$ cat config.mk
export PLATFORM = sky130hd
export DESIGN_NAME = apb_regfile_bridge
export DESIGN_NICKNAME = d
export VERILOG_FILES = /design/src/rtl/apb_rf_pkg.sv /design/src/rtl/apb_regfile_bridge_addr_dec.sv /design/src/rtl/apb_regfile_bridge.sv
export SDC_FILE = /design/constraint.sdc
export NUM_CORES = 1
export LEC_CHECK = 0
export BUFFER_PORTS_ARGS = -buffer_cell sky130_fd_sc_hd__buf_2
export CORE_AREA = 5 5 83 66
export CTS_CLUSTER_DIAMETER = 40
export DETAILED_ROUTE_END_ITERATION = 16
export DIE_AREA = 0 0 88 71
export MAX_ROUTING_LAYER = met4
export PLACE_DENSITY = 0.84
export SLEW_MARGIN = 20
export SYNTH_ARGS = -nofsm -noshare
export SYNTH_HDL_FRONTEND = slang
export SYNTH_HIERARCHICAL = 1
export SYNTH_SLANG_ARGS = --single-unit
$ cat constraint.sdc
create_clock -name clk -period 2.8 [get_ports clk]
set_input_delay 0.42 -clock clk [delete_from_list [all_inputs] [get_ports clk]]
set_output_delay 0.42 -clock clk [all_outputs]
set_load 0.02 [all_outputs]
$ cat src/rtl/apb_rf_pkg.sv
// ==== apb_rf_pkg : shared state encoding and address-check helper (rev 1.0) ====
`default_nettype none

package apb_rf_pkg;

  localparam int unsigned ADDR_LSB = 2;

  typedef enum logic [2:0] {
    ST_IDLE    = 3'd0,
    ST_WR      = 3'd1,
    ST_RD      = 3'd2,
    ST_RD_DONE = 3'd3,
    ST_ERR     = 3'd4
  } apb_rf_state_e;

  // paddr arrives zero-extended, so bits above the real bus width never flag.
  function automatic logic addr_err(input logic [31:0] paddr, input int unsigned addr_w);
    logic [31:0] upper;
    upper = paddr >> (addr_w + ADDR_LSB);
    return (paddr[ADDR_LSB-1:0] != '0) || (upper != '0);
  endfunction

endpackage

`default_nettype wire

$ cat src/rtl/apb_regfile_bridge_addr_dec.sv
// ==== apb_rf_addr_dec : byte address to register index and error flag (rev 1.0) ====
`default_nettype none

module apb_rf_addr_dec
  import apb_rf_pkg::*;
#(
  parameter int ADDR    = 4,
  parameter int PADDR_W = 8
) (
  input  logic [PADDR_W-1:0] i_paddr,
  output logic [ADDR-1:0]    o_index,
  output logic               o_err
);

  logic [31:0] w_paddr_ext;

  always_comb begin
    w_paddr_ext                = '0;
    w_paddr_ext[PADDR_W-1:0]   = i_paddr;
  end

  assign o_index = i_paddr[ADDR+ADDR_LSB-1:ADDR_LSB];
  assign o_err   = addr_err(w_paddr_ext, ADDR);

endmodule

`default_nettype wire

$ cat src/rtl/apb_regfile_bridge.sv
// ==== apb_regfile_bridge : APB3 slave driving register-file strobes (rev 1.0) ====
// Define APB_RF_PSLVERR_EN to answer misaligned/out-of-range addresses with PSLVERR.
`default_nettype none

module apb_regfile_bridge
  import apb_rf_pkg::*;
#(
  parameter int WIDTH   = 32,
  parameter int ADDR    = 4,
  parameter int PADDR_W = 8
) (
  input  logic               clk,
  input  logic               rst,
  input  logic               PSEL,
  input  logic               PENABLE,
  input  logic               PWRITE,
  input  logic [PADDR_W-1:0] PADDR,
  input  logic [WIDTH-1:0]   PWDATA,
  output logic [WIDTH-1:0]   PRDATA,
  output logic               PREADY,
  output logic               PSLVERR,
  output logic               WrEn,
  output logic               RdEn,
  output logic [ADDR-1:0]    Address,
  output logic [WIDTH-1:0]   WrData,
  input  logic [WIDTH-1:0]   RdData
);

  apb_rf_state_e      r_state;
  logic               r_wr_en;
  logic               r_rd_en;
  logic               r_ready;
  logic [ADDR-1:0]    r_addr;
  logic [WIDTH-1:0]   r_wdata;
  logic [ADDR-1:0]    w_index;
  logic               w_addr_err;

  apb_rf_addr_dec #(
    .ADDR    (ADDR),
    .PADDR_W (PADDR_W)
  ) u_addr_dec (
    .i_paddr (PADDR),
    .o_index (w_index),
    .o_err   (w_addr_err)
  );

`ifdef APB_RF_PSLVERR_EN
  logic r_slverr;
  assign PSLVERR = r_slverr;
`else
  logic w_unused;
  assign w_unused = w_addr_err;
  assign PSLVERR  = 1'b0;
`endif

  always_ff @(posedge clk or negedge rst) begin
    if (!rst) begin
      r_state <= ST_IDLE;
      r_wr_en <= 1'b0;
      r_rd_en <= 1'b0;
      r_ready <= 1'b0;
      r_addr  <= '0;
      r_wdata <= '0;
`ifdef APB_RF_PSLVERR_EN
      r_slverr <= 1'b0;
`endif
    end else begin
      unique case (r_state)
        ST_IDLE: begin
          // Only the setup phase starts a transfer; a stray access phase is ignored.
          if (PSEL && !PENABLE) begin
            r_addr  <= w_index;
            r_wdata <= PWDATA;
`ifdef APB_RF_PSLVERR_EN
            if (w_addr_err) begin
              r_state  <= ST_ERR;
              r_ready  <= 1'b1;
              r_slverr <= 1'b1;
            end else
`endif
            if (PWRITE) begin
              r_state <= ST_WR;
              r_wr_en <= 1'b1;
              r_ready <= 1'b1;
            end else begin
              r_state <= ST_RD;
              r_rd_en <= 1'b1;
            end
          end
        end
        ST_WR: begin
          r_state <= ST_IDLE;
          r_wr_en <= 1'b0;
          r_ready <= 1'b0;
        end
        ST_RD: begin
          r_rd_en <= 1'b0;
          if (PSEL && PENABLE) begin
            r_state <= ST_RD_DONE;
            r_ready <= 1'b1;
          end else begin
            r_state <= ST_IDLE;
          end
        end
        ST_RD_DONE: begin
          r_state <= ST_IDLE;
          r_ready <= 1'b0;
        end
`ifdef APB_RF_PSLVERR_EN
        ST_ERR: begin
          r_state  <= ST_IDLE;
          r_ready  <= 1'b0;
          r_slverr <= 1'b0;
        end
`endif
        default: begin
          r_state <= ST_IDLE;
          r_wr_en <= 1'b0;
          r_rd_en <= 1'b0;
          r_ready <= 1'b0;
        end
      endcase
    end
  end

  // The register file holds RdData stable through RD_DONE, so gating it by state suffices.
  assign PRDATA  = (r_state == ST_RD_DONE) ? RdData : '0;
  assign PREADY  = r_ready;
  assign WrEn    = r_wr_en;
  assign RdEn    = r_rd_en;
  assign Address = r_addr;
  assign WrData  = r_wdata;

endmodule

`default_nettype wire

==> results of run 1 <==
## flip-flops by register name (all words and copies together), names as in the netlist
register / flops
Address: 4
PREADY: 1
RdEn: 1
WrData: 32
WrEn: 1
r_state: 2
## final timing paths
path,start,endpoint,slack (ps),cells past startpoint
worst max-delay path,r_state[0]$_DFFE_PN0P_,PRDATA[7],720,2
worst min-delay path,rst,WrData[0]$_DFFE_PN0P_,260,1
min in group clk,PWDATA[15],WrData[15]$_DFFE_PN0P_,370,2
worst max register to register,r_state[0]$_DFFE_PN0P_,WrData[9]$_DFFE_PN0P_,750,3
worst min register to register,Address[3]$_DFFE_PN0P_,Address[3]$_DFFE_PN0P_,500,1
max in group asynchronous,rst,WrData[4]$_DFFE_PN0P_,1990,1
## final cells by class
| cell class | instances | area (um^2) | area share |
|---|---|---|---|
| inverters | 1 | 3.75 | 0.00141 |
| clock inverters | 2 | 35.0 | 0.0132 |
| well taps | 60 | 75.1 | 0.0282 |
| clock buffers | 5 | 68.8 | 0.0259 |
| multi-input cells | 83 | 721 | 0.271 |
| repair buffers | 145 | 731 | 0.275 |
| flip-flops and latches | 41 | 1030 | 0.386 |
## per-layer routing
metal / global-route usage / wire length, um / vias up
li1: - / - / 765
met1: 0.189 / 1960 / 714
met2: 0.258 / 2380 / 56
met3: 0.0373 / 379 / 3
met4: 0.0273 / 15 / 0
met5: - / 0 / -
## power breakdown
part	switching (mW)	internal (mW)	total [mW]
sequential	0.0619	0.709	0.771
clock	0.180	0.259	0.439
combinational	0.279	0.215	0.494
## critical path: cells and delay by family (launching register included)
| family | cells | cell delay, ps |
|---|---|---|
| DFF | 1 | 940 |
| and+or+nand+nor | 1 | 280 |
| buffers and inverters | 1 | 170 |
## per-stage QoR
step	hold WS (ps)	setup WS, ps	utilization	std cells	instance area [um^2]
4_1_cts	284	727	0.572	337	2660
5_1_grt	340	595	0.572	337	2660
3_3_place_gp	468	822	0.549	330	2560
2_1_floorplan	124	1210	-	141	1850
3_5_place_dp	489	752	0.549	330	2560
6_report	260	721	0.572	337	2660
==> impl_results.md, run 1 <==
* FMAX at 481 MHz
* Antenna diode count at 0
* Post-CTS Hold Buffers at 0
* Die extent in x at 88 um
* Warning count from the yosys run at 6
* Total chip power at 1.70 mW
* Critical Setup Path Class: flip-flop to primary output
* Setup-failing EPs final at 0
* Initial cell density of the core at 0.398
* Insertion delay of the later-clocked pin in the worst-skew pair at 280 ps
* Signal arrival time at the worst endpoint at 1660 ps
* Unrepaired setup endpoints after global routing: false
* Drc violations at 0
* Relative slew margins at 0.398
* Routed wire length per instance at 14.0 um
* Input/output buffers at 143
* Worst Path Required at 2380 ps
* Final nets at 354
* Peak ir drop on the vdd network at 362 uV
* Total power density per cell area at 641 nW/um^2
* Clock tree from TritonCTS: done
* Worst Setup Start Kind: flip-flop
* ANT nets after route at 0
* Count of instances resized after the clock tree is built at 0
* Area overhead of the layout relative to synthesis at 43.6%
* Status: finished, final reports clean
* Largest buffer count on any clock path at 2
* CTS root buffer: sky130_fd_sc_hd__clkbuf_8
* Critical path's slowest cell: sky130_fd_sc_hd__dfrtp_1
* Maximum number of pins on one net before global-route repair at 42
* Per-instance average area after synthesis at 13.1 um^2
* Die Footprint at 6250 um^2
* Leakage power summed over all cells at 1.54 nW
* Type of the tightest min-delay check: input pin to async pin
* DRC violation total after the first TritonRoute iteration at 34
* Number of global-route vias before repair at 1595
* Total Negative Setup Slacks at 0 ps
* Ports placed on the boundary at 149
* Number of antenna violations at the first check in global routing at 0
* Post-route minimum period at 2080 ps
* Number of endpoints with negative hold slack in the final report at 0
* Detailed-router iteration count before antenna repair at 4
* Global placement routability congestion at 0.748
* Post-Syn Instances at 141
* CP peak stage delay at 940 ps
* Final-report max-slew violation count at 0
* Worst clock skew at 6.20 ps
* CTS clk-pin slew, worst paths at 80 ps
* Sum of overflow across all layers after global routing at 0
* Setup repair bufs after CTS at 0
* Endpoint class of the critical path: primary output
* Transition at the pin with the smallest max-transition slack at 904 ps
* Filler cell count in the final layout at 414
* Most frequent standard cell in the layout excluding fill and tap cells: sky130_fd_sc_hd__buf_2
* CTS Buf Count at 5
* Worst-path fanout max at 38
* Number of H-tree levels at 2
* Placement row count at 22
* Top library cells by usage in the layout, fill and taps aside: sky130_fd_sc_hd__buf_2, sky130_fd_sc_hd__dfrtp_1, sky130_fd_sc_hd__mux2_2, sky130_fd_sc_hd__and3_1, sky130_fd_sc_hd__clkbuf_8
* Final HPWL from detailed placement at 3770 um
* Share of cells above drive strength 1 at 0.679
* Ratio of routed vias to standard cells at 4.56
* Global-route wire length before repair at 7470 um
* Critical Path, Cell by Cell: and3_1, buf_2
* Tcrit/Tclk final at 0.742
* Height of the chip at 71 um
* Syn_nets at 218
* Core area at 4650 um^2
* Combined global-route utilization of all metal layers at 0.153
* Total wire length after detailed routing at 4730 um
* Max-cap violations at 0
* Total number of vias at 1538
* Cell Area, Synth at 1850 um^2
* Sink Count at 41
Note: power is estimated with default switching activity, not from simulation.
==> run 2, diff against run 1 <==
- ABC_AREA: unset -> 1
- CORE_AREA: 5 5 83 66 -> 5 5 91 72
- DIE_AREA: 0 0 88 71 -> 0 0 96 77
- PLACE_DENSITY: 0.84 -> 0.75
- clock period: 2.8 -> 1.8 ns (I/O delays scaled with it)
==> run 2 against run 1 <==
Compared with the run above: non-clock buffer count rose by 2; core utilization fell by 7.7 points; clock skew grew 7.2 ps; critical path type unchanged; worst setup slack got worse by 540 ps; critical path depth up 2; first-iteration DRC count rose by 71%; critical endpoint is now PRDATA[25]; clock power rose by 42%.
==> impl_results.md, run 2 <==
* Most frequent standard cell in the layout excluding fill and tap cells: sky130_fd_sc_hd__buf_2
* Final nets at 476 (+34%)
* Critical path origin: r_state[1]$_DFFE_PN0P_
* FMAX at 619 MHz
* Fin util at 0.495 (-0.0770)
* Core area at 5590 um^2 (+20%)
* Final-report max-slew violation count at 0 (unchanged)
* Max-cap violations at 0 (unchanged)
* Endpoint class of the critical path: primary output
* ANT nets after route at 0 (unchanged)
* Warning count from the yosys run at 6 (unchanged)
* Syn_nets at 336 (+54%)
* Ports placed on the boundary at 149 (unchanged)
* Final HPWL from detailed placement at 4110 um (+9.0%)
* Worst-path fanout max at 32 (-16%)
* Area occupied by multi-input gates at 651 um^2 (-9.7%)
* Number of global-route vias before repair at 1805 (+13%)
* Total chip power at 4.13 mW (+140%)
* Flip-flop count of the largest register after layout at 32 (unchanged)
* Combined global-route utilization of all metal layers at 0.140 (-0.0135)
* Total number of vias at 1966 (+28%)
* CTS Buf Count at 5 (unchanged)
* Type of the tightest min-delay check: input pin to flip-flop
* Sink Count at 41 (unchanged)
* Status: finished, final reports clean
* Critical Setup Path Class: flip-flop to primary output
* CTS clk-pin slew, worst paths at 80 ps (about the same)
* Initial cell density of the core at 0.344 (-0.0544)
* Routed wire length per instance at 11.0 um (-21%)
* Post-Syn Instances at 259 (+84%)
* Number of antenna violations at the first check in global routing at 0 (unchanged)
* Worst setup path endpoint: PRDATA[25]
* Total Negative Setup Slacks at 0 ps (unchanged)
* Antenna diode count at 0 (unchanged)
* Largest buffer count on any clock path at 2 (unchanged)
* Peak ir drop on the vdd network at 762 uV (+110%)
* Worst reg2reg path endpoint: WrData[7]$_DFFE_PN0P_
* Critical path's slowest cell: sky130_fd_sc_hd__dfrtp_1
* Area overhead of the layout relative to synthesis at 44.0%
* Worst Path Required at 1530 ps (-850 ps)
* Clock tree from TritonCTS: done
* Critical Path, Cell by Cell: nand2_1, buf_4, nor2_1, buf_2
* Global placement routability congestion at 0.796 (+6.3%)
* Unrepaired setup endpoints after global routing: false
* Placement row count at 24 (+9.1%)
* Count of instances resized after the clock tree is built at 0 (unchanged)
* Insertion delay of the later-clocked pin in the worst-skew pair at 290 ps (about the same)
* Global-route wire length before repair at 8130 um (+8.8%)
* Number of endpoints with negative hold slack in the final report at 0 (unchanged)
* Worst Setup Start Kind: flip-flop
* Sum of overflow across all layers after global routing at 0 (unchanged)
* Worst reg2reg setup slack at 560 ps (-190 ps)
* Top library cells by usage in the layout, fill and taps aside: sky130_fd_sc_hd__buf_2, sky130_fd_sc_hd__nand2_1, sky130_fd_sc_hd__dfrtp_1, sky130_fd_sc_hd__inv_1, sky130_fd_sc_hd__nor2_1
* Number of H-tree levels at 2 (unchanged)
* Height of the chip at 77 um (+8.5%)
* Setup-failing EPs final at 0 (unchanged)
* Start of the worst register-to-register path: r_state[1]$_DFFE_PN0P_
* Maximum number of pins on one net before global-route repair at 38 (-9.5%)
* Leakage power summed over all cells at 1.87 nW (+22%)
* Per-instance average area after synthesis at 7.41 um^2 (-44%)
* Die Footprint at 7390 um^2 (+18%)
* Filler cell count in the final layout at 566 (+37%)
* Drc violations at 0 (unchanged)
* Signal arrival time at the worst endpoint at 1350 ps (-310 ps)
* Cell Area, Synth at 1920 um^2 (+3.6%)
* Ratio of routed vias to standard cells at 4.11 (-9.9%)
* CTS root buffer: sky130_fd_sc_hd__clkbuf_8
* Tcrit/Tclk final at 0.898
* DRC violation total after the first TritonRoute iteration at 58 (+71%)
* Post-route minimum period at 1620 ps
* Share of cells above drive strength 1 at 0.393 (-0.286)
* Total wire length after detailed routing at 5280 um (+12%)
* Worst reg2reg path depth at 5 (+2)
* Detailed-router iteration count before antenna repair at 5 (+1)
* CP peak stage delay at 450 ps (-490 ps)
* Total power density per cell area at 1490 nW/um^2 (+130%)
* Die extent in x at 96 um (+9.1%)
* Worst clock skew at 13.4 ps (+7.19 ps)
* Input/output buffers at 143 (unchanged)
* Storage element area at 1030 um^2 (unchanged)
## run 2: per-layer routing
| metal | vias up | global-route usage | share of wire |
|---|---|---|---|
| met5 | - | - | 0 |
| met2 | 81 | 0.248 | 0.49 |
| li1 | 1012 | - | - |
| met1 | 871 | 0.160 | 0.40 |
| met3 | 2 | 0.0382 | 0.11 |
| met4 | 0 | 0.0170 | 0.0013 |
## run 2: how the worst min path moves through the flow
stage | from | to | slack [ps] | cells past startpoint
after global routing | PWDATA[20] | WrData[20]$_DFFE_PN0P_ | 170 | 3
final | PWDATA[23] | WrData[23]$_DFFE_PN0P_ | 170 | 3
after floorplan | rst | Address[0]$_DFFE_PN0P_ | -30 | 0
after global placement | rst | WrData[6]$_DFFE_PN0P_ | 250 | 1
after detailed placement | rst | WrData[7]$_DFFE_PN0P_ | 240 | 1
after CTS | PWDATA[15] | WrData[15]$_DFFE_PN0P_ | 160 | 3
## run 2: repair_timing
action,4_1_cts,5_1_grt
hold endpoints to repair,19,0
endpoints found under the setup margin,0,0
buffers inserted,0,0
hold buffers,1,0
## run 2: power by group
part | internal [mW] | total (mW) | switching [mW]
clock network | 0.311 | 0.622 | 0.311
registers | 1.36 | 1.61 | 0.244
logic | 0.633 | 1.90 | 1.27
## run 2: worst max-delay path, delay by kind of cell (launching register included)
kind | cells | cell delay (ps)
flops | 1 | 450
simple gates | 2 | 170
buf+inv | 2 | 460
## run 2: layout make-up
type | instances | area share
multi-input combinational | 166 | 0.235
inverter | 38 | 0.0525
sequential | 41 | 0.371
clock inverter | 2 | 0.00498
clock buffer | 6 | 0.0299
timing repair buffer | 147 | 0.271
tap | 78 | 0.0353
## run 2: per-stage QoR
| step | instance area, um^2 | worst slack [ps] | instances | hold WS [ps] |
|---|---|---|---|---|
| after floorplan | 1920 | 483 | 259 | -25.6 |
| after global placement | 2660 | 525 | 469 | 247 |
| after CTS | 2760 | 165 | 478 | 161 |
| after global routing | 2760 | 95.2 | 478 | 167 |
| final | 2760 | 184 | 478 | 169 |
| after detailed placement | 2660 | 476 | 469 | 243 |
